## config.mk

```make
export PLATFORM = sky130hd
export DESIGN_NAME = axi_wr_arbiter_2to1_flat
export DESIGN_NICKNAME = d
export VERILOG_FILES = /design/src/rtl/axi_wr_arbiter_2to1_if.sv /design/src/rtl/axi_wr_arbiter_2to1.sv /design/src/flat_wrapper.sv
export SDC_FILE = /design/constraint.sdc
export NUM_CORES = 1
export LEC_CHECK = 0
export BUFFER_PORTS_ARGS = -buffer_cell sky130_fd_sc_hd__buf_4
export CAP_MARGIN = 5
export CORE_AREA = 2 2 112 114
export CTS_BUF_LIST = sky130_fd_sc_hd__clkbuf_4 sky130_fd_sc_hd__clkbuf_8 sky130_fd_sc_hd__clkbuf_16
export CTS_CLUSTER_DIAMETER = 120
export CTS_CLUSTER_SIZE = 10
export DETAILED_ROUTE_END_ITERATION = 8
export DIE_AREA = 0 0 114 116
export HOLD_SLACK_MARGIN = 0.02
export MAX_ROUTING_LAYER = met4
export PLACE_DENSITY_LB_ADDON = 0.05
export SYNTH_ARGS = -nofsm -noshare
export SYNTH_HDL_FRONTEND = slang
export SYNTH_SLANG_ARGS = --single-unit
```

## constraint.sdc

```tcl
create_clock -name clk -period 2.2 [get_ports clk]
set_input_delay 0.11 -clock clk [delete_from_list [all_inputs] [get_ports clk]]
set_output_delay 0.11 -clock clk [all_outputs]
set_load 0.01 [all_outputs]
```

## src/rtl/axi_wr_arbiter_2to1_if.sv

```systemverilog
// AXI write channels (AW/W/B) as one bundle. The master modport drives
// requests; the slave modport accepts them and returns the B response.
interface axi_wr_arbiter_2to1_if #(
  parameter int ID_WIDTH   = 4,
  parameter int ADDR_WIDTH = 32,
  parameter int DATA_WIDTH = 32
);
  logic [ID_WIDTH-1:0]     wr_addr_id;
  logic [ADDR_WIDTH-1:0]   wr_addr;
  logic [7:0]              wr_addr_len;
  logic [1:0]              wr_addr_burst;
  logic                    wr_addr_valid;
  logic                    wr_addr_ready;
  logic [DATA_WIDTH-1:0]   wr_data;
  logic [DATA_WIDTH/8-1:0] wr_data_strb;
  logic                    wr_data_last;
  logic                    wr_data_valid;
  logic                    wr_data_ready;
  logic [ID_WIDTH-1:0]     wr_back_id;
  logic [1:0]              wr_back_resp;
  logic                    wr_back_valid;
  logic                    wr_back_ready;

  modport master (
    output wr_addr_id, wr_addr, wr_addr_len, wr_addr_burst, wr_addr_valid,
    output wr_data, wr_data_strb, wr_data_last, wr_data_valid,
    output wr_back_ready,
    input  wr_addr_ready, wr_data_ready,
    input  wr_back_id, wr_back_resp, wr_back_valid
  );

  modport slave (
    input  wr_addr_id, wr_addr, wr_addr_len, wr_addr_burst, wr_addr_valid,
    input  wr_data, wr_data_strb, wr_data_last, wr_data_valid,
    input  wr_back_ready,
    output wr_addr_ready, wr_data_ready,
    output wr_back_id, wr_back_resp, wr_back_valid
  );
endinterface

```

## src/rtl/axi_wr_arbiter_2to1.sv

```systemverilog
// 2:1 AXI write arbiter. One transaction is outstanding at a time, masters are
// granted round-robin per whole AW/W/B exchange, and the slave LAST comes from the beat count.
module axi_wr_arbiter_2to1 #(
  parameter int ID_WIDTH   = 4,
  parameter int ADDR_WIDTH = 32,
  parameter int DATA_WIDTH = 32
) (
  input  logic                  clk,
  input  logic                  rst,
  axi_wr_arbiter_2to1_if.slave  m0,
  axi_wr_arbiter_2to1_if.slave  m1,
  axi_wr_arbiter_2to1_if.master s,
  output logic                  grant_owner,
  output logic                  err_last
);
  localparam int         STRB_WIDTH  = DATA_WIDTH / 8;
  localparam logic [1:0] RESP_SLVERR = 2'b10;

  typedef enum logic [1:0] {IDLE, ADDR, DATA, RESP} state_t;

  state_t     state_q, state_d;
  logic       grant_q, grant_d;
  logic       last_grant_q;
  logic [7:0] beat_cnt_q, len_q;
  logic       err_q, err_pulse_q;

  // Channel fields of whichever master currently holds the grant.
  logic [ID_WIDTH-1:0]   g_aw_id;
  logic [ADDR_WIDTH-1:0] g_aw_addr;
  logic [7:0]            g_aw_len;
  logic [1:0]            g_aw_burst;
  logic                  g_aw_valid;
  logic [DATA_WIDTH-1:0] g_w_data;
  logic [STRB_WIDTH-1:0] g_w_strb;
  logic                  g_w_last;
  logic                  g_w_valid;
  logic                  g_b_ready;
  logic [1:0]            b_resp;
  logic                  cnt_last, aw_hs, w_hs, b_hs;

  assign g_aw_id    = grant_q ? m1.wr_addr_id    : m0.wr_addr_id;
  assign g_aw_addr  = grant_q ? m1.wr_addr       : m0.wr_addr;
  assign g_aw_len   = grant_q ? m1.wr_addr_len   : m0.wr_addr_len;
  assign g_aw_burst = grant_q ? m1.wr_addr_burst : m0.wr_addr_burst;
  assign g_aw_valid = grant_q ? m1.wr_addr_valid : m0.wr_addr_valid;
  assign g_w_data   = grant_q ? m1.wr_data       : m0.wr_data;
  assign g_w_strb   = grant_q ? m1.wr_data_strb  : m0.wr_data_strb;
  assign g_w_last   = grant_q ? m1.wr_data_last  : m0.wr_data_last;
  assign g_w_valid  = grant_q ? m1.wr_data_valid : m0.wr_data_valid;
  assign g_b_ready  = grant_q ? m1.wr_back_ready : m0.wr_back_ready;

  assign cnt_last = (beat_cnt_q == len_q);
  assign aw_hs    = (state_q == ADDR) && g_aw_valid && s.wr_addr_ready;
  assign w_hs     = (state_q == DATA) && g_w_valid && s.wr_data_ready;
  assign b_hs     = (state_q == RESP) && s.wr_back_valid && g_b_ready;
  assign b_resp   = err_q ? RESP_SLVERR : s.wr_back_resp;

  assign grant_owner = grant_q;
  assign err_last    = err_pulse_q;

  // NOTE: sequential state uses non-blocking assignments so every register
  // samples the pre-edge values, independent of statement order.
  always_ff @(posedge clk) begin
    if (rst) begin
      state_q <= IDLE;
      grant_q <= 1'b0;
    end else begin
      state_q <= state_d;
      grant_q <= grant_d;
    end
  end

  always_comb begin
    // NOTE: every signal written here gets a default first, so no branch can
    // leave one unassigned and infer a latch.
    state_d          = state_q;
    grant_d          = grant_q;
    s.wr_addr_id     = '0;
    s.wr_addr        = '0;
    s.wr_addr_len    = '0;
    s.wr_addr_burst  = '0;
    s.wr_addr_valid  = 1'b0;
    s.wr_data        = '0;
    s.wr_data_strb   = '0;
    s.wr_data_last   = 1'b0;
    s.wr_data_valid  = 1'b0;
    s.wr_back_ready  = 1'b0;
    m0.wr_addr_ready = 1'b0;
    m0.wr_data_ready = 1'b0;
    m0.wr_back_id    = '0;
    m0.wr_back_resp  = '0;
    m0.wr_back_valid = 1'b0;
    m1.wr_addr_ready = 1'b0;
    m1.wr_data_ready = 1'b0;
    m1.wr_back_id    = '0;
    m1.wr_back_resp  = '0;
    m1.wr_back_valid = 1'b0;

    unique case (state_q)
      IDLE: begin
        if (m0.wr_addr_valid || m1.wr_addr_valid) begin
          state_d = ADDR;
          // On a tie the master that did not win last time goes first.
          if (m0.wr_addr_valid && m1.wr_addr_valid) grant_d = ~last_grant_q;
          else                                      grant_d = m1.wr_addr_valid;
        end
      end
      ADDR: begin
        s.wr_addr_id     = g_aw_id;
        s.wr_addr        = g_aw_addr;
        s.wr_addr_len    = g_aw_len;
        s.wr_addr_burst  = g_aw_burst;
        s.wr_addr_valid  = g_aw_valid;
        m0.wr_addr_ready = !grant_q && s.wr_addr_ready;
        m1.wr_addr_ready =  grant_q && s.wr_addr_ready;
        if (aw_hs) state_d = DATA;
      end
      DATA: begin
        s.wr_data        = g_w_data;
        s.wr_data_strb   = g_w_strb;
        s.wr_data_last   = cnt_last;
        s.wr_data_valid  = g_w_valid;
        m0.wr_data_ready = !grant_q && s.wr_data_ready;
        m1.wr_data_ready =  grant_q && s.wr_data_ready;
        if (w_hs && cnt_last) state_d = RESP;
      end
      RESP: begin
        s.wr_back_ready = g_b_ready;
        if (grant_q) begin
          m1.wr_back_id    = s.wr_back_id;
          m1.wr_back_resp  = b_resp;
          m1.wr_back_valid = s.wr_back_valid;
        end else begin
          m0.wr_back_id    = s.wr_back_id;
          m0.wr_back_resp  = b_resp;
          m0.wr_back_valid = s.wr_back_valid;
        end
        if (b_hs) state_d = IDLE;
      end
      default: state_d = IDLE;
    endcase
  end

  // Beat counting, LAST checking and round-robin history.
  always_ff @(posedge clk) begin
    if (rst) begin
      last_grant_q <= 1'b1;
      beat_cnt_q   <= '0;
      len_q        <= '0;
      err_q        <= 1'b0;
      err_pulse_q  <= 1'b0;
    end else begin
      err_pulse_q <= 1'b0;
      if (aw_hs) begin
        len_q      <= g_aw_len;
        beat_cnt_q <= '0;
      end
      if (w_hs) begin
        beat_cnt_q <= beat_cnt_q + 8'd1;
        // A wrong master LAST is flagged but the burst still ends on the count.
        if (g_w_last != cnt_last) begin
          err_pulse_q <= 1'b1;
          err_q       <= 1'b1;
        end
      end
      if (b_hs) begin
        last_grant_q <= grant_q;
        err_q        <= 1'b0;
      end
    end
  end
endmodule
```

## src/flat_wrapper.sv

```systemverilog
// flat-port wrapper written by rule: the top's interface ports become plain ports
module axi_wr_arbiter_2to1_flat 
#(
  parameter int ID_WIDTH   = 4,
  parameter int ADDR_WIDTH = 32,
  parameter int DATA_WIDTH = 32
)
  (clk, rst, grant_owner, err_last, m0_wr_addr_id, m0_wr_addr, m0_wr_addr_len, m0_wr_addr_burst, m0_wr_addr_valid, m0_wr_data, m0_wr_data_strb, m0_wr_data_last, m0_wr_data_valid, m0_wr_back_ready, m0_wr_addr_ready, m0_wr_data_ready, m0_wr_back_id, m0_wr_back_resp, m0_wr_back_valid, m1_wr_addr_id, m1_wr_addr, m1_wr_addr_len, m1_wr_addr_burst, m1_wr_addr_valid, m1_wr_data, m1_wr_data_strb, m1_wr_data_last, m1_wr_data_valid, m1_wr_back_ready, m1_wr_addr_ready, m1_wr_data_ready, m1_wr_back_id, m1_wr_back_resp, m1_wr_back_valid, s_wr_addr_id, s_wr_addr, s_wr_addr_len, s_wr_addr_burst, s_wr_addr_valid, s_wr_data, s_wr_data_strb, s_wr_data_last, s_wr_data_valid, s_wr_back_ready, s_wr_addr_ready, s_wr_data_ready, s_wr_back_id, s_wr_back_resp, s_wr_back_valid);
  axi_wr_arbiter_2to1_if #(.ID_WIDTH(ID_WIDTH), .ADDR_WIDTH(ADDR_WIDTH), .DATA_WIDTH(DATA_WIDTH)) m0_i ();
  axi_wr_arbiter_2to1_if #(.ID_WIDTH(ID_WIDTH), .ADDR_WIDTH(ADDR_WIDTH), .DATA_WIDTH(DATA_WIDTH)) m1_i ();
  axi_wr_arbiter_2to1_if #(.ID_WIDTH(ID_WIDTH), .ADDR_WIDTH(ADDR_WIDTH), .DATA_WIDTH(DATA_WIDTH)) s_i ();
  input  logic clk;
  input  logic rst;
  output logic grant_owner;
  output logic err_last;
  input wire logic [$bits(m0_i.wr_addr_id)-1:0] m0_wr_addr_id;
  input wire logic [$bits(m0_i.wr_addr)-1:0] m0_wr_addr;
  input wire logic [$bits(m0_i.wr_addr_len)-1:0] m0_wr_addr_len;
  input wire logic [$bits(m0_i.wr_addr_burst)-1:0] m0_wr_addr_burst;
  input wire logic [$bits(m0_i.wr_addr_valid)-1:0] m0_wr_addr_valid;
  input wire logic [$bits(m0_i.wr_data)-1:0] m0_wr_data;
  input wire logic [$bits(m0_i.wr_data_strb)-1:0] m0_wr_data_strb;
  input wire logic [$bits(m0_i.wr_data_last)-1:0] m0_wr_data_last;
  input wire logic [$bits(m0_i.wr_data_valid)-1:0] m0_wr_data_valid;
  input wire logic [$bits(m0_i.wr_back_ready)-1:0] m0_wr_back_ready;
  output wire logic [$bits(m0_i.wr_addr_ready)-1:0] m0_wr_addr_ready;
  output wire logic [$bits(m0_i.wr_data_ready)-1:0] m0_wr_data_ready;
  output wire logic [$bits(m0_i.wr_back_id)-1:0] m0_wr_back_id;
  output wire logic [$bits(m0_i.wr_back_resp)-1:0] m0_wr_back_resp;
  output wire logic [$bits(m0_i.wr_back_valid)-1:0] m0_wr_back_valid;
  input wire logic [$bits(m1_i.wr_addr_id)-1:0] m1_wr_addr_id;
  input wire logic [$bits(m1_i.wr_addr)-1:0] m1_wr_addr;
  input wire logic [$bits(m1_i.wr_addr_len)-1:0] m1_wr_addr_len;
  input wire logic [$bits(m1_i.wr_addr_burst)-1:0] m1_wr_addr_burst;
  input wire logic [$bits(m1_i.wr_addr_valid)-1:0] m1_wr_addr_valid;
  input wire logic [$bits(m1_i.wr_data)-1:0] m1_wr_data;
  input wire logic [$bits(m1_i.wr_data_strb)-1:0] m1_wr_data_strb;
  input wire logic [$bits(m1_i.wr_data_last)-1:0] m1_wr_data_last;
  input wire logic [$bits(m1_i.wr_data_valid)-1:0] m1_wr_data_valid;
  input wire logic [$bits(m1_i.wr_back_ready)-1:0] m1_wr_back_ready;
  output wire logic [$bits(m1_i.wr_addr_ready)-1:0] m1_wr_addr_ready;
  output wire logic [$bits(m1_i.wr_data_ready)-1:0] m1_wr_data_ready;
  output wire logic [$bits(m1_i.wr_back_id)-1:0] m1_wr_back_id;
  output wire logic [$bits(m1_i.wr_back_resp)-1:0] m1_wr_back_resp;
  output wire logic [$bits(m1_i.wr_back_valid)-1:0] m1_wr_back_valid;
  output wire logic [$bits(s_i.wr_addr_id)-1:0] s_wr_addr_id;
  output wire logic [$bits(s_i.wr_addr)-1:0] s_wr_addr;
  output wire logic [$bits(s_i.wr_addr_len)-1:0] s_wr_addr_len;
  output wire logic [$bits(s_i.wr_addr_burst)-1:0] s_wr_addr_burst;
  output wire logic [$bits(s_i.wr_addr_valid)-1:0] s_wr_addr_valid;
  output wire logic [$bits(s_i.wr_data)-1:0] s_wr_data;
  output wire logic [$bits(s_i.wr_data_strb)-1:0] s_wr_data_strb;
  output wire logic [$bits(s_i.wr_data_last)-1:0] s_wr_data_last;
  output wire logic [$bits(s_i.wr_data_valid)-1:0] s_wr_data_valid;
  output wire logic [$bits(s_i.wr_back_ready)-1:0] s_wr_back_ready;
  input wire logic [$bits(s_i.wr_addr_ready)-1:0] s_wr_addr_ready;
  input wire logic [$bits(s_i.wr_data_ready)-1:0] s_wr_data_ready;
  input wire logic [$bits(s_i.wr_back_id)-1:0] s_wr_back_id;
  input wire logic [$bits(s_i.wr_back_resp)-1:0] s_wr_back_resp;
  input wire logic [$bits(s_i.wr_back_valid)-1:0] s_wr_back_valid;
  assign m0_i.wr_addr_id = m0_wr_addr_id;
  assign m0_i.wr_addr = m0_wr_addr;
  assign m0_i.wr_addr_len = m0_wr_addr_len;
  assign m0_i.wr_addr_burst = m0_wr_addr_burst;
  assign m0_i.wr_addr_valid = m0_wr_addr_valid;
  assign m0_i.wr_data = m0_wr_data;
  assign m0_i.wr_data_strb = m0_wr_data_strb;
  assign m0_i.wr_data_last = m0_wr_data_last;
  assign m0_i.wr_data_valid = m0_wr_data_valid;
  assign m0_i.wr_back_ready = m0_wr_back_ready;
  assign m0_wr_addr_ready = m0_i.wr_addr_ready;
  assign m0_wr_data_ready = m0_i.wr_data_ready;
  assign m0_wr_back_id = m0_i.wr_back_id;
  assign m0_wr_back_resp = m0_i.wr_back_resp;
  assign m0_wr_back_valid = m0_i.wr_back_valid;
  assign m1_i.wr_addr_id = m1_wr_addr_id;
  assign m1_i.wr_addr = m1_wr_addr;
  assign m1_i.wr_addr_len = m1_wr_addr_len;
  assign m1_i.wr_addr_burst = m1_wr_addr_burst;
  assign m1_i.wr_addr_valid = m1_wr_addr_valid;
  assign m1_i.wr_data = m1_wr_data;
  assign m1_i.wr_data_strb = m1_wr_data_strb;
  assign m1_i.wr_data_last = m1_wr_data_last;
  assign m1_i.wr_data_valid = m1_wr_data_valid;
  assign m1_i.wr_back_ready = m1_wr_back_ready;
  assign m1_wr_addr_ready = m1_i.wr_addr_ready;
  assign m1_wr_data_ready = m1_i.wr_data_ready;
  assign m1_wr_back_id = m1_i.wr_back_id;
  assign m1_wr_back_resp = m1_i.wr_back_resp;
  assign m1_wr_back_valid = m1_i.wr_back_valid;
  assign s_wr_addr_id = s_i.wr_addr_id;
  assign s_wr_addr = s_i.wr_addr;
  assign s_wr_addr_len = s_i.wr_addr_len;
  assign s_wr_addr_burst = s_i.wr_addr_burst;
  assign s_wr_addr_valid = s_i.wr_addr_valid;
  assign s_wr_data = s_i.wr_data;
  assign s_wr_data_strb = s_i.wr_data_strb;
  assign s_wr_data_last = s_i.wr_data_last;
  assign s_wr_data_valid = s_i.wr_data_valid;
  assign s_wr_back_ready = s_i.wr_back_ready;
  assign s_i.wr_addr_ready = s_wr_addr_ready;
  assign s_i.wr_data_ready = s_wr_data_ready;
  assign s_i.wr_back_id = s_wr_back_id;
  assign s_i.wr_back_resp = s_wr_back_resp;
  assign s_i.wr_back_valid = s_wr_back_valid;
  axi_wr_arbiter_2to1 #(.ID_WIDTH(ID_WIDTH), .ADDR_WIDTH(ADDR_WIDTH), .DATA_WIDTH(DATA_WIDTH)) u_core (.clk(clk), .rst(rst), .m0(m0_i), .m1(m1_i), .s(s_i), .grant_owner(grant_owner), .err_last(err_last));
endmodule
```

==> flow_summary.ini, run 1 <==
[sta]
post-route-period-util = 0.887
tightestPinTransition_ns = 0.702
report.final.slew_viol_count = 0
relSlewSlack = 0.530
finClkSkew_ns = 0.00230
grt_setup_unrepaired = no
hold_viol = 0
setup_tns_ns = 0
fmax_mhz = 513
period_needed_ns = 1.95
setup_violations = 0

[power_and_ir_drop]
seqPwrFrac = 0.142
pwr_density_cell_mw_per_mm2 = 697
power.switching_mw = 1.45
peakVddDrop_mv = 0.311
p_sw_frac = 0.416
p_clk_frac = 0.122
leakagePower_nw = 2.46
power_frac_comb = 0.736
finalPower_mw = 3.48
p_int_mw = 2.03

[yosys]
netlist.area_leader.share = 0.333
synth_top_family_by_area = multiplexers
yosysTopAreaCell = mux2i_1
synthCells = 340
ys_async_sr_fraction = 0
ys_ff_latch = 22
synth_simple_gate_area_frac = 0.300
yosysSeqAreaShare = 0.170
synth_edf_count = 0
syn_area_per_cell_sq_um = 7.61
ys_top_cells_by_area = mux2i_1 33%, dfxtp_1 17%, nor2b_1 12%, nor2_1 8.8%, xor2_1 2.7%
syn_area_sq_mm = 0.00259
synth_adder_area_share = 0.0242
synth_compound_area_frac = 0.0885
synth.distinct_cells = 37
yosys_warnings = 0
synthMuxAreaShare = 0.337
synthFlopType = dfxtp_1
syn_nets = 528
synth-xor-area-share = 0.0305

[placed_design]
port_buffers = 288
hpwl_mm = 11.2
gp_congestion = 0.935

[clocking]
clockBufferDepth = 2
clk_latency_ns = 0.25
cts_hold_buf = 0
cts_tree = built
cts.repair.resized = 0
clock_sinks = 22
postCtsSetupBuffers = 0
numCtsBuffers = 3
clkTransAtPathRegs_ns = 0.06
cts_htree_levels = 1
cts_root_buffer = clkbuf_16

[critical_path]
slowest_delay_ns = 0.56
cp-start-kind = flip-flop
path_cells = inv_1, ha_1, nand2_1, nor2_1, nor2_2, nor3b_1, nor3_1
critical_path_class = reg2reg
critPathCaptureType = flip-flop
critPathArrivalTime_ns = 2.09
crit_family = simple AND/OR/NAND/NOR gates
cp_num_buf_inv = 1
ff2ff_setup_slack_ns = 0.25
cp_max_fo = 10
required_ns = 2.34
slowest_stage = nor2_1

[layout]
insertedDiodeCount = 0
nets = 803
drive_gt1_frac = 0.493
synthToLayoutAreaGrowth_pct = 93.0

[detailed_routing]
drtAntennaViolNets = 0
drt_iter0_markers = 108
avgViaCountPerCell = 4.52
detail_route.first_pass.iterations = 4
vias = 3438
post_drt_wl_per_cell_microns = 17.3
drc = 0
wirelength_mm = 13.2

[global_route]
grt_pass1_wl_mm = 18.7
grt_max_degree = 54
overflow = 0
grt_use_total = 0.188
antenna_found_initial = 0
first_global_vias = 3388

[outcome]
status = complete, no violations

[die]
start_util = 0.217
rows = 40
dieArea_sq_mm = 0.0132
die_y_microns = 116
core_sq_mm = 0.0119
fp.dieW_microns = 114
ios = 289

[hold_path]
hold_path_class = in2reg

[job]
maxCapViolCount = 0
## kinds of logic after synthesis
| family | Yosys count |
|---|---|
| flip-flops | 22 |
| buffers and inverters | 30 |
| AND/OR/NAND/NOR | 153 |
| AO/OA/AOI/OAI | 34 |
| multiplexers | 87 |
| adder cells (fa/ha/maj) | 5 |
| XOR/XNOR | 9 |
## through the flow
| stage | worst slack, ns | hold WS [ns] | instance area [sq um] | cells | utilization |
|---|---|---|---|---|---|
| finish | 0.249 | 0.170 | 4990 | 761 | 0.419 |
| global route | 0.0307 | 0.200 | 4990 | 761 | 0.419 |
| CTS | 0.225 | 0.166 | 4990 | 761 | 0.419 |
| detailed placement | 0.239 | 0.428 | 4900 | 757 | 0.412 |
| global placement | 0.297 | 0.421 | 4900 | 757 | 0.412 |
| floorplan | 0.569 | 0.282 | 2590 | 340 | - |
## synthesized netlist by cell type, types with 2 or more instances
master,instances
clkbuf_1,14
o211a_1,2
nand3_1,2
dfxtp_1,22
nor4_1,2
buf_2,10
nand2_1,11
a211oi_1,8
inv_1,5
and3_1,8
nor2_1,61
nor2b_1,48
a21oi_1,9
nor2_2,2
mux2i_1,86
and2_1,6
ha_1,5
xor2_1,8
nor3_1,4
nand3b_1,4
o21ai_1,6
nand2b_1,2
## worst register-to-register path, stage by stage, from the launching register on
cell and delay [ns]:
dfxtp_1 0.34, inv_1 0.09, ha_1 0.22, nand2_1 0.12, nor2_1 0.56, nor2_2 0.21, nor3b_1 0.24, nor3_1 0.07
## power groups by stage
stage          clock, mW  sequential [mW]  combinational [mW]
5_1_grt            0.445            0.501                2.77
4_1_cts            0.432            0.496                2.60
3_3_place_gp           0            0.501                2.58
3_5_place_dp           0            0.505                2.59
2_1_floorplan          0            0.486                1.35
6_report           0.424            0.494                2.56
## cell usage in the layout (no fill, tap or decap), types with 2 or more instances in the layout
cell type / n
mux2i_1: 86
o21ai_1: 6
buf_4: 293
nand2_1: 11
a21oi_1: 9
clkbuf_16: 3
xor2_1: 8
nor2_2: 2
nor3_1: 4
buf_12: 2
a211oi_1: 8
and3_1: 8
nor2b_1: 48
nand2b_1: 2
and2_1: 6
dfxtp_1: 21
o211a_1: 2
nor4_1: 2
nand3_1: 2
nor2_1: 61
nand3b_1: 4
inv_1: 5
ha_1: 5
## metal layers
metal | routed length [microns] | GRT usage
met5 | 0 | -
met4 | 187 | 0.0301
met3 | 1260 | 0.0507
met2 | 6790 | 0.354
met1 | 4920 | 0.200
## flip-flops by register name, summed over array words and instances (netlist names)
signal,count
u_core.grant_owner,1
u_core.beat_cnt_q,8
u_core.len_q,8
u_core.last_grant_q,1
u_core.err_last,1
u_core.err_q,1
u_core.state_q,2
## area by class of cell
type / instances / area [sq um]
clock buffers: 4 / 88.8
fillers: 1249 / 6920
inverters: 5 / 18.8
multi-input cells: 288 / 2020
flip-flops and latches: 22 / 444
well taps: 147 / 184
repair buffers: 295 / 2240
## worst paths after layout
kind	to	startpoint	cells past startpoint
hold reg to reg	u_core.state_q[1]	u_core.state_q[1]	2
setup reg to reg	u_core.beat_cnt_q[7]	u_core.state_q[0]	7
hold / removal	u_core.grant_owner	m1_wr_addr_valid	3
setup / recovery	u_core.beat_cnt_q[7]	u_core.state_q[0]	7
Power figures use the tool's default switching activity.
==> inputs of run 2 (changes only) <==
clock period = 2 ns   (was 2.2 ns; I/O delays follow)
==> flow_summary.ini, run 2 (synthesis results as in run 1) <==
[critical_path]
path_cells = buf_16, buf_4, mux2i_1, nor2b_1, buf_4
slowest_delay_ns = 0.43
cp_max_fo = 61
cp_num_buf_inv = 3
cp-start-kind = flip-flop
required_ns = 1.90
critPathLaunch = u_core.grant_owner
slowest_stage = dfxtp_4
crit_family = buffers and inverters
r2r-start = u_core.state_q[1]
critPathArrivalTime_ns = 1.82
crit_top_cell = buf_4
critPathCaptureType = output port
critical_path_class = reg2out

[clocking]
clk_latency_ns = 0.25
clock_sinks = 22
clockBufferDepth = 2
cts_root_buffer = clkbuf_16
numCtsBuffers = 3
clkTransAtPathRegs_ns = 0.06
cts_htree_levels = 1
postCtsSetupBuffers = 0
cts.repair.resized = 0
cts_hold_buf = 0
cts_tree = built

[detailed_routing]
routed-wl-met2_mm = 6.69
drt_iter0_markers = 98
drc = 0
drtAntennaViolNets = 0
post_drt_wl_per_cell_microns = 17.0
m1WireLength_mm = 4.98
avgViaCountPerCell = 4.47
wirelength_mm = 13.0
detail_route.first_pass.iterations = 4
wl_met3_mm = 1.22
dr.max_layer_used = met4
vias = 3413

[sta]
setup_ws_ns = 0.0848
fmax_mhz = 522
tightestPinTransition_ns = 0.425
post-route-period-util = 0.958
setup_violations = 0
setup_tns_ns = 0
period_needed_ns = 1.92
grt_setup_unrepaired = no
finClkSkew_ns = 0.00432
report.final.slew_viol_count = 0
hold_viol = 0
relSlewSlack = 0.716

[die]
fp.dieW_microns = 114
dieArea_sq_mm = 0.0132
core_sq_mm = 0.0119
ios = 289
start_util = 0.217
rows = 40
die_y_microns = 116

[global_route]
first_global_vias = 3348
antenna_found_initial = 0
overflow = 0
grt_pass1_wl_mm = 18.7
grt_max_degree = 62
grt_use_total = 0.188

[placed_design]
port_buffers = 288
hpwl_mm = 10.9
gp_congestion = 0.880
pre_cts_slack_ns = 0.0380

[layout]
reg_top3 = u_core.beat_cnt_q (8), u_core.len_q (8), u_core.state_q (2)
final_common_cell = buf_4
drive_gt1_frac = 0.497
synthToLayoutAreaGrowth_pct = 93.4
final_cell_mix = 295 x buf_4, 86 x mux2i_1, 60 x nor2_1
insertedDiodeCount = 0
nets = 805

[hold_path]
hold_path_class = in2reg
min_from = m1_wr_addr_valid

[job]
maxCapViolCount = 0

[power_and_ir_drop]
pwr_density_cell_mw_per_mm2 = 756
finalPower_mw = 3.78
peakVddDrop_mv = 0.458
leakagePower_nw = 2.46

[outcome]
status = complete, no violations
==> run 2: worst reg2reg max path, delay by kind of cell, from the launching register on <==
kind	cells	cell delay (ns)
buffers and inverters	1	0.08
AOI/OAI and AO/OA	3	0.50
and+or+nand+nor	2	0.42
DFF	1	0.39
adders and majority gates	1	0.26
==> run 2: power breakdown <==
group	total (mW)	switching [mW]	leakage, nW	internal [mW]
Clock	0.433	0.148	0.0416	0.285
Sequential	0.548	0.0556	0.179	0.492
Combinational	2.80	1.37	2.24	1.43
Total	3.78	1.57	2.46	2.21
==> run 2: path summary, 6_finish.rpt <==
path	cells past startpoint	end	slack [ns]
max	5	s_wr_addr[26]	0.08
min	3	u_core.grant_owner	0.15
max reg2reg	7	u_core.state_q[0]	0.25
min reg2reg	2	u_core.last_grant_q	0.49
==> run 2: through the flow <==
stage / hold slack (ns) / utilization / std cells / instance area, sq um
final: 0.155 / 0.420 / 763 / 5000
after global routing: 0.172 / 0.420 / 763 / 5000
after CTS: 0.159 / 0.419 / 763 / 4990
after detailed placement: 0.418 / 0.412 / 759 / 4910
after global placement: 0.415 / 0.412 / 759 / 4910
after floorplan: 0.272 / - / 340 / 2590
==> run 2: layout make-up <==
| type | count | area [sq um] |
|---|---|---|
| inverters | 5 | 18.8 |
| well taps | 147 | 184 |
| multi-input cells | 288 | 2020 |
| repair buffers | 297 | 2250 |
| clock buffers | 4 | 82.6 |
| fillers | 1247 | 6910 |
| flip-flops and latches | 22 | 444 |
==> run 2: per-layer routing <==
| layer | GRT usage | vias up |
|---|---|---|
| met4 | 0.0220 | 0 |
| li1 | - | 1718 |
| met5 | - | - |
| met3 | 0.0486 | 8 |
| met2 | 0.348 | 161 |
| met1 | 0.210 | 1526 |
